===== src/rtl/mux_arb_pkg.sv =====
// Shared constants and helpers for the N-channel registered arbitrating multiplexer.
// Selection mode codes and the round-robin pointer advance.
package mux_arb_pkg;

  localparam int unsigned MODE_SEL = 0;
  localparam int unsigned MODE_RR  = 1;

  // Channel after g, wrapping at num_ch (valid for any num_ch, not only powers of two).
  function automatic int unsigned next_ptr(int unsigned g, int unsigned num_ch);
    return (g == num_ch - 1) ? 0 : g + 1;
  endfunction

endpackage


===== src/rtl/mux_arb_n_if.sv =====
// Handshake bundle between NUM_CH producers, the arbitrating mux and one consumer.
// slave is the mux side; master is the producer/consumer side.
interface mux_arb_n_if #(
  parameter int unsigned WIDTH  = 32,
  parameter int unsigned NUM_CH = 4,
  parameter int unsigned SEL_W  = $clog2(NUM_CH)
);

  logic [NUM_CH-1:0]       in_valid;
  logic [NUM_CH*WIDTH-1:0] in_data;
  logic [NUM_CH-1:0]       in_ready;
  logic [SEL_W-1:0]        sel;
  logic                    out_valid;
  logic [WIDTH-1:0]        out_data;
  logic [SEL_W-1:0]        out_ch;
  logic                    out_ready;

  modport master (
    output in_valid,
    output in_data,
    output sel,
    output out_ready,
    input  in_ready,
    input  out_valid,
    input  out_data,
    input  out_ch
  );

  modport slave (
    input  in_valid,
    input  in_data,
    input  sel,
    input  out_ready,
    output in_ready,
    output out_valid,
    output out_data,
    output out_ch
  );

endinterface


===== src/rtl/rr_arbiter.sv =====
// Combinational round-robin arbiter: first requester at or after ptr_i, modulo NUM_CH.
// Purely combinational; the owner holds the pointer.
module rr_arbiter #(
  parameter int unsigned NUM_CH = 4,
  parameter int unsigned SEL_W  = $clog2(NUM_CH)
) (
  input  logic [NUM_CH-1:0] req_i,
  input  logic [SEL_W-1:0]  ptr_i,
  output logic              grant_valid_o,
  output logic [SEL_W-1:0]  grant_idx_o
);

  always_comb begin
    int unsigned k;
    k             = 0;
    grant_valid_o = 1'b0;
    grant_idx_o   = '0;
    for (int unsigned i = 0; i < NUM_CH; i++) begin
      // Wrap by subtraction so non-power-of-two channel counts need no modulo.
      k = 32'(ptr_i) + i;
      if (k >= NUM_CH) begin
        k = k - NUM_CH;
      end
      if (!grant_valid_o && req_i[SEL_W'(k)]) begin
        grant_valid_o = 1'b1;
        grant_idx_o   = SEL_W'(k);
      end
    end
  end

endmodule


===== src/rtl/mux_arb_n.sv =====
// N-channel registered multiplexer with valid/ready on every port, selecting either by an
// external sel input (MODE_SEL) or by round-robin arbitration (MODE_RR).
module mux_arb_n
  import mux_arb_pkg::*;
#(
  parameter int unsigned WIDTH  = 32,
  parameter int unsigned NUM_CH = 4,
  parameter int unsigned SEL_W  = $clog2(NUM_CH),
  parameter int unsigned MODE   = MODE_SEL
) (
  input logic         clk,
  input logic         rst_n,
  mux_arb_n_if.slave  bus_io
);

  logic                 load_en;
  logic                 grant_valid;
  logic [SEL_W-1:0]     grant_idx;
  logic [NUM_CH-1:0]    in_ready;
  logic                 xfer;
  logic [WIDTH-1:0]     grant_data;

  logic                 out_valid_q, out_valid_d;
  logic [WIDTH-1:0]     out_data_q, out_data_d;
  logic [SEL_W-1:0]     out_ch_q, out_ch_d;
  logic [SEL_W-1:0]     rr_ptr_q, rr_ptr_d;

  // The register can take a new word when empty or when it drains this cycle.
  assign load_en = !out_valid_q || bus_io.out_ready;

  if (MODE == MODE_RR) begin : g_rr
    rr_arbiter #(
      .NUM_CH (NUM_CH),
      .SEL_W  (SEL_W)
    ) u_rr_arbiter (
      .req_i         (bus_io.in_valid),
      .ptr_i         (rr_ptr_q),
      .grant_valid_o (grant_valid),
      .grant_idx_o   (grant_idx)
    );
  end else begin : g_sel
    localparam int unsigned PadW = 1 << SEL_W;
    logic [PadW-1:0] valid_pad;

    // Zero-padded so sel values beyond NUM_CH index a defined 0.
    assign valid_pad   = PadW'(bus_io.in_valid);
    assign grant_idx   = bus_io.sel;
    assign grant_valid = (32'(bus_io.sel) < NUM_CH) && valid_pad[bus_io.sel];
  end

  always_comb begin
    in_ready = '0;
    for (int unsigned k = 0; k < NUM_CH; k++) begin
      in_ready[k] = rst_n && load_en && grant_valid && (32'(grant_idx) == k);
    end
  end

  // Grant already implies in_valid of the granted channel.
  assign xfer = |in_ready;

  always_comb begin
    grant_data = '0;
    for (int unsigned k = 0; k < NUM_CH; k++) begin
      if (in_ready[k]) begin
        grant_data = bus_io.in_data[k*WIDTH +: WIDTH];
      end
    end
  end

  always_comb begin
    out_valid_d = out_valid_q;
    out_data_d  = out_data_q;
    out_ch_d    = out_ch_q;
    rr_ptr_d    = rr_ptr_q;
    if (xfer) begin
      out_valid_d = 1'b1;
      out_data_d  = grant_data;
      out_ch_d    = grant_idx;
      if (MODE == MODE_RR) begin
        rr_ptr_d = SEL_W'(next_ptr(32'(grant_idx), NUM_CH));
      end
    end else if (bus_io.out_ready) begin
      out_valid_d = 1'b0;
    end
  end

  always_ff @(posedge clk) begin
    if (!rst_n) begin
      out_valid_q <= 1'b0;
      out_data_q  <= '0;
      out_ch_q    <= '0;
      rr_ptr_q    <= '0;
    end else begin
      out_valid_q <= out_valid_d;
      out_data_q  <= out_data_d;
      out_ch_q    <= out_ch_d;
      rr_ptr_q    <= rr_ptr_d;
    end
  end

  assign bus_io.in_ready  = in_ready;
  assign bus_io.out_valid = out_valid_q;
  assign bus_io.out_data  = out_data_q;
  assign bus_io.out_ch    = out_ch_q;

endmodule


===== src/flat_wrapper.sv =====
// flat-port wrapper written by rule: the top's interface ports become plain ports
module mux_arb_n_flat import mux_arb_pkg::*;
#(
  parameter int unsigned WIDTH  = 32,
  parameter int unsigned NUM_CH = 4,
  parameter int unsigned SEL_W  = $clog2(NUM_CH),
  parameter int unsigned MODE   = MODE_SEL
)
  (clk, rst_n, bus_io_in_valid, bus_io_in_data, bus_io_sel, bus_io_out_ready, bus_io_in_ready, bus_io_out_valid, bus_io_out_data, bus_io_out_ch);
  mux_arb_n_if #(.WIDTH(WIDTH), .NUM_CH(NUM_CH), .SEL_W(SEL_W)) bus_io_i ();
  input logic clk;
  input logic rst_n;
  input wire logic [$bits(bus_io_i.in_valid)-1:0] bus_io_in_valid;
  input wire logic [$bits(bus_io_i.in_data)-1:0] bus_io_in_data;
  input wire logic [$bits(bus_io_i.sel)-1:0] bus_io_sel;
  input wire logic [$bits(bus_io_i.out_ready)-1:0] bus_io_out_ready;
  output wire logic [$bits(bus_io_i.in_ready)-1:0] bus_io_in_ready;
  output wire logic [$bits(bus_io_i.out_valid)-1:0] bus_io_out_valid;
  output wire logic [$bits(bus_io_i.out_data)-1:0] bus_io_out_data;
  output wire logic [$bits(bus_io_i.out_ch)-1:0] bus_io_out_ch;
  assign bus_io_i.in_valid = bus_io_in_valid;
  assign bus_io_i.in_data = bus_io_in_data;
  assign bus_io_i.sel = bus_io_sel;
  assign bus_io_i.out_ready = bus_io_out_ready;
  assign bus_io_in_ready = bus_io_i.in_ready;
  assign bus_io_out_valid = bus_io_i.out_valid;
  assign bus_io_out_data = bus_io_i.out_data;
  assign bus_io_out_ch = bus_io_i.out_ch;
  mux_arb_n #(.WIDTH(WIDTH), .NUM_CH(NUM_CH), .SEL_W(SEL_W), .MODE(MODE)) u_core (.clk(clk), .rst_n(rst_n), .bus_io(bus_io_i));
endmodule

===== config.mk =====
export PLATFORM = sky130hd
export DESIGN_NAME = mux_arb_n_flat
export DESIGN_NICKNAME = d
export VERILOG_FILES = /design/src/rtl/mux_arb_pkg.sv /design/src/rtl/mux_arb_n_if.sv /design/src/rtl/rr_arbiter.sv /design/src/rtl/mux_arb_n.sv /design/src/flat_wrapper.sv
export SDC_FILE = /design/constraint.sdc
export NUM_CORES = 1
export LEC_CHECK = 0
export CAP_MARGIN = 30
export CELL_PAD_IN_SITES_DETAIL_PLACEMENT = 0
export CELL_PAD_IN_SITES_GLOBAL_PLACEMENT = 1
export CORE_MARGIN = 2
export CORE_UTILIZATION = 20
export CTS_CLUSTER_SIZE = 24
export DETAILED_ROUTE_END_ITERATION = 7
export GPL_TIMING_DRIVEN = 1
export PLACE_DENSITY = 0.8
export REMOVE_ABC_BUFFERS = 1
export SYNTH_ARGS = -nofsm -noshare
export SYNTH_HDL_FRONTEND = slang
export SYNTH_SLANG_ARGS = --single-unit

===== constraint.sdc =====
create_clock -name clk -period 1.4 [get_ports clk]
set_input_delay 0.28 -clock clk [delete_from_list [all_inputs] [get_ports clk]]
set_output_delay 0.28 -clock clk [all_outputs]
set_load 0.01 [all_outputs]

==> impl_metrics.env <==
export IMPL_status="complete, but fails checks"
export IMPL_violations="setup timing"
export IMPL_end_kind="output port"
export IMPL_maxSlewViolCount=0
export IMPL_ff2ff_path_depth=6
export IMPL_gr_total_overflow=0
export IMPL_crit_path_top_delay_cell="mux4_2"
export IMPL_maxCapViolCount=0
export IMPL_ys_warnings_count=0
export IMPL_synth_main_ff_cell="dfxtp_1"
export IMPL_dieHeight_microns=111
export IMPL_numPortBuffers=175
export IMPL_dp_slack_ns=-0.885
export IMPL_worstSetupStartpointType="primary input"
export IMPL_min_to="u_core.bus_io.out_ch[0]$_SDFFE_PN0P_"
export IMPL_initial_core_util=0.203
export IMPL_clock_latency_ns=0.27
export IMPL_grt_pass1_wl_mm=14.7
export IMPL_layout_setup_ws_ns=-0.190
export IMPL_htree_levels=2
export IMPL_min_period_over_period=1.14
export IMPL_r2r_end="u_core.bus_io.out_data[4]$_SDFFE_PN0P_"
export IMPL_drive_gt1_frac=0.182
export IMPL_min_path_cells=2
export IMPL_fin_crit_ns=1.59
export IMPL_yosys_area_top_type="dfxtp_1"
export IMPL_dp_hpwl_mm=6.49
export IMPL_skew_ns=0.00203
export IMPL_peakVddDrop_v=0.000407
export IMPL_drt_wl_total_mm=9.29
export IMPL_synth_common_cells="dfxtp_1 (35), inv_1 (35), nand2_1 (34)"
export IMPL_cp_cell_sequence="buf_8 -> mux4_2 -> and3_4 -> and2_4 -> buf_6"
export IMPL_cp_required_ns=1.12
export IMPL_synth_seq_area_share=0.306
export IMPL_n_fill_cell=1127
export IMPL_max_stage_delay_ns=0.51
export IMPL_grt_util_met3=0.0465
export IMPL_num_rows=39
export IMPL_syn_cell_area_sq_um=2290
export IMPL_grt_usage=0.146
export IMPL_finalNetCount=598
export IMPL_path_max_fanout=3
export IMPL_die_width_microns=111
export IMPL_dieArea_sq_um=12300
export IMPL_grt_max_degree=35
export IMPL_fin_tns_setup_ns=-2.37
export IMPL_power_density_nw_per_um2=680
export IMPL_vias_per_cell=4.58
export IMPL_cts_tree="done"
export IMPL_gp_congestion=0.773
export IMPL_final_hold_viol_count=0
export IMPL_design_portCount=176
export IMPL_cts_sinks=35
export IMPL_min_from="u_core.bus_io.out_ch[0]$_SDFFE_PN0P_"
export IMPL_ant_nets=0
export IMPL_hold_path_class="reg -> reg"
export IMPL_rsz0062_at_grt="true"
export IMPL_worst_pin_slew_ns=0.389
export IMPL_ys_types=24
export IMPL_hold_buffers=0
export IMPL_root_buffer="clkbuf_16"
export IMPL_antenna_found_initial=0
export IMPL_area_delta_synth_final_pct=108
export IMPL_synth_top_area_share=0.306
export IMPL_drcViolationCount=0
export IMPL_syn_inst=277
export IMPL_setup_violations=36
export IMPL_coreArea_sq_um=11300
export IMPL_arrival_ns=1.31
export IMPL_cts_buffers=5
export IMPL_grt_pass1_vias=2946
export IMPL_yosys_top_cells_area="dfxtp_1 (31%), mux2i_1 (14%), o221ai_1 (12%)"
export IMPL_async_flop_share=0
export IMPL_clk_pin_slew_ns=0.05
export IMPL_regToRegStartpoint="u_core.bus_io.out_valid$_SDFFE_PN0P_"
export IMPL_reg2reg_slack_ns=-0.04
export IMPL_grt_use_met2=0.275
export IMPL_stdcell_count=605
export IMPL_syn_area_per_cell_sq_um=8.27
export IMPL_place_inst=589
export IMPL_use_met1=0.163
export IMPL_critPathKind="in -> out"
export IMPL_busiest_layer="met2"
export IMPL_leakage_nw=2.49
export IMPL_antenna_cells=0
export IMPL_ys_ff_latch=35
export IMPL_num_vias=2768
export IMPL_slew_headroom=0.741
export IMPL_clock_path_buffers=2
export IMPL_dr_pass1_iters=4
export IMPL_wire_per_inst_microns=15.3
export IMPL_drtIter0Drc=110
export IMPL_max_freq_mhz=629
export IMPL_synth_edf_count=0
critical path, delay by kind of cell:
kind	cells	cell delay (ns)
simple gates	2	0.32
mux	1	0.51
buf+inv	2	0.20
routing by layer:
layer,vias up,routed length [microns]
li1,1356,-
met1,1292,3720
met2,113,4700
met3,7,785
met4,0,91
met5,-,0
metrics by stage:
stage | total power (W) | area [sq um] | hold slack (ns) | util
after floorplan | 0.00141 | 2140 | 0.395 | -
after global placement | 0.00209 | 4230 | 0.444 | 0.376
after detailed placement | 0.00211 | 4230 | 0.456 | 0.376
after CTS | 0.00328 | 4740 | 0.461 | 0.420
after global routing | 0.00340 | 4750 | 0.488 | 0.422
final | 0.00323 | 4750 | 0.456 | 0.422
logic make-up after synthesis:
| group | count (synthesis) | synth area share |
|---|---|---|
| compound gates | 68 | 0.240 |
| buf+inv | 61 | 0.121 |
| flops | 35 | 0.306 |
| mux | 35 | 0.160 |
| simple gates | 78 | 0.174 |
flip-flops by register name, summed over array words and instances (netlist names):
| register | count |
|---|---|
| u_core.bus_io.out_valid | 1 |
| u_core.bus_io.out_ch | 2 |
| u_core.bus_io.out_data | 32 |
where the power goes:
part,internal (W),switching (W)
clock network,0.000657,0.000401
registers,0.00106,0.0000269
logic,0.000662,0.000421
total,0.00238,0.000849
cell usage in the layout (no fill, tap or decap), drive strengths merged, types with 7 or more instances in the layout:
master,netlist,routed
buf,16,37
mux2i,32,32
dfxtp,35,35
nand2,34,34
a21o,32,32
o221ai,32,32
clkbuf,10,7
inv,35,35
clkdlybuf4s50,0,128
dlygate4sd2,0,37
and3,33,33
repair_timing:
| action | 4_1_cts | 5_1_grt |
|---|---|---|
| setup endpoints to repair | 73 | 37 |
| gates cloned | 3 | 0 |
| resized for setup | 135 | 12 |
| buffers inserted | 6 | 3 |
| pin swaps | 45 | 17 |
final cells by class:
| type | count | area (sq um) | area share |
|---|---|---|---|
| clock buffer | 7 | 133 | 0.0279 |
| clock inverter | 1 | 5.00 | 0.00105 |
| inverter | 35 | 131 | 0.0276 |
| multi-input combinational | 181 | 1580 | 0.331 |
| sequential | 35 | 702 | 0.148 |
| tap | 143 | 179 | 0.0377 |
| timing repair buffer | 203 | 2030 | 0.427 |
worst max-delay path by stage:
stage	start	end	slack, ns	cells past startpoint
global placement	bus_io_in_valid[3]	bus_io_in_ready[3]	-0.85	5
detailed placement	bus_io_in_valid[3]	bus_io_in_ready[3]	-0.88	5
global route	bus_io_sel[0]	bus_io_in_ready[3]	-0.20	5
finish	bus_io_sel[0]	bus_io_in_ready[3]	-0.19	5
CTS	bus_io_sel[0]	bus_io_in_ready[3]	-0.19	5
floorplan	u_core.bus_io.out_valid$_SDFFE_PN0P_	bus_io_in_ready[0]	-0.55	3
(Power assumes the default switching activity.)
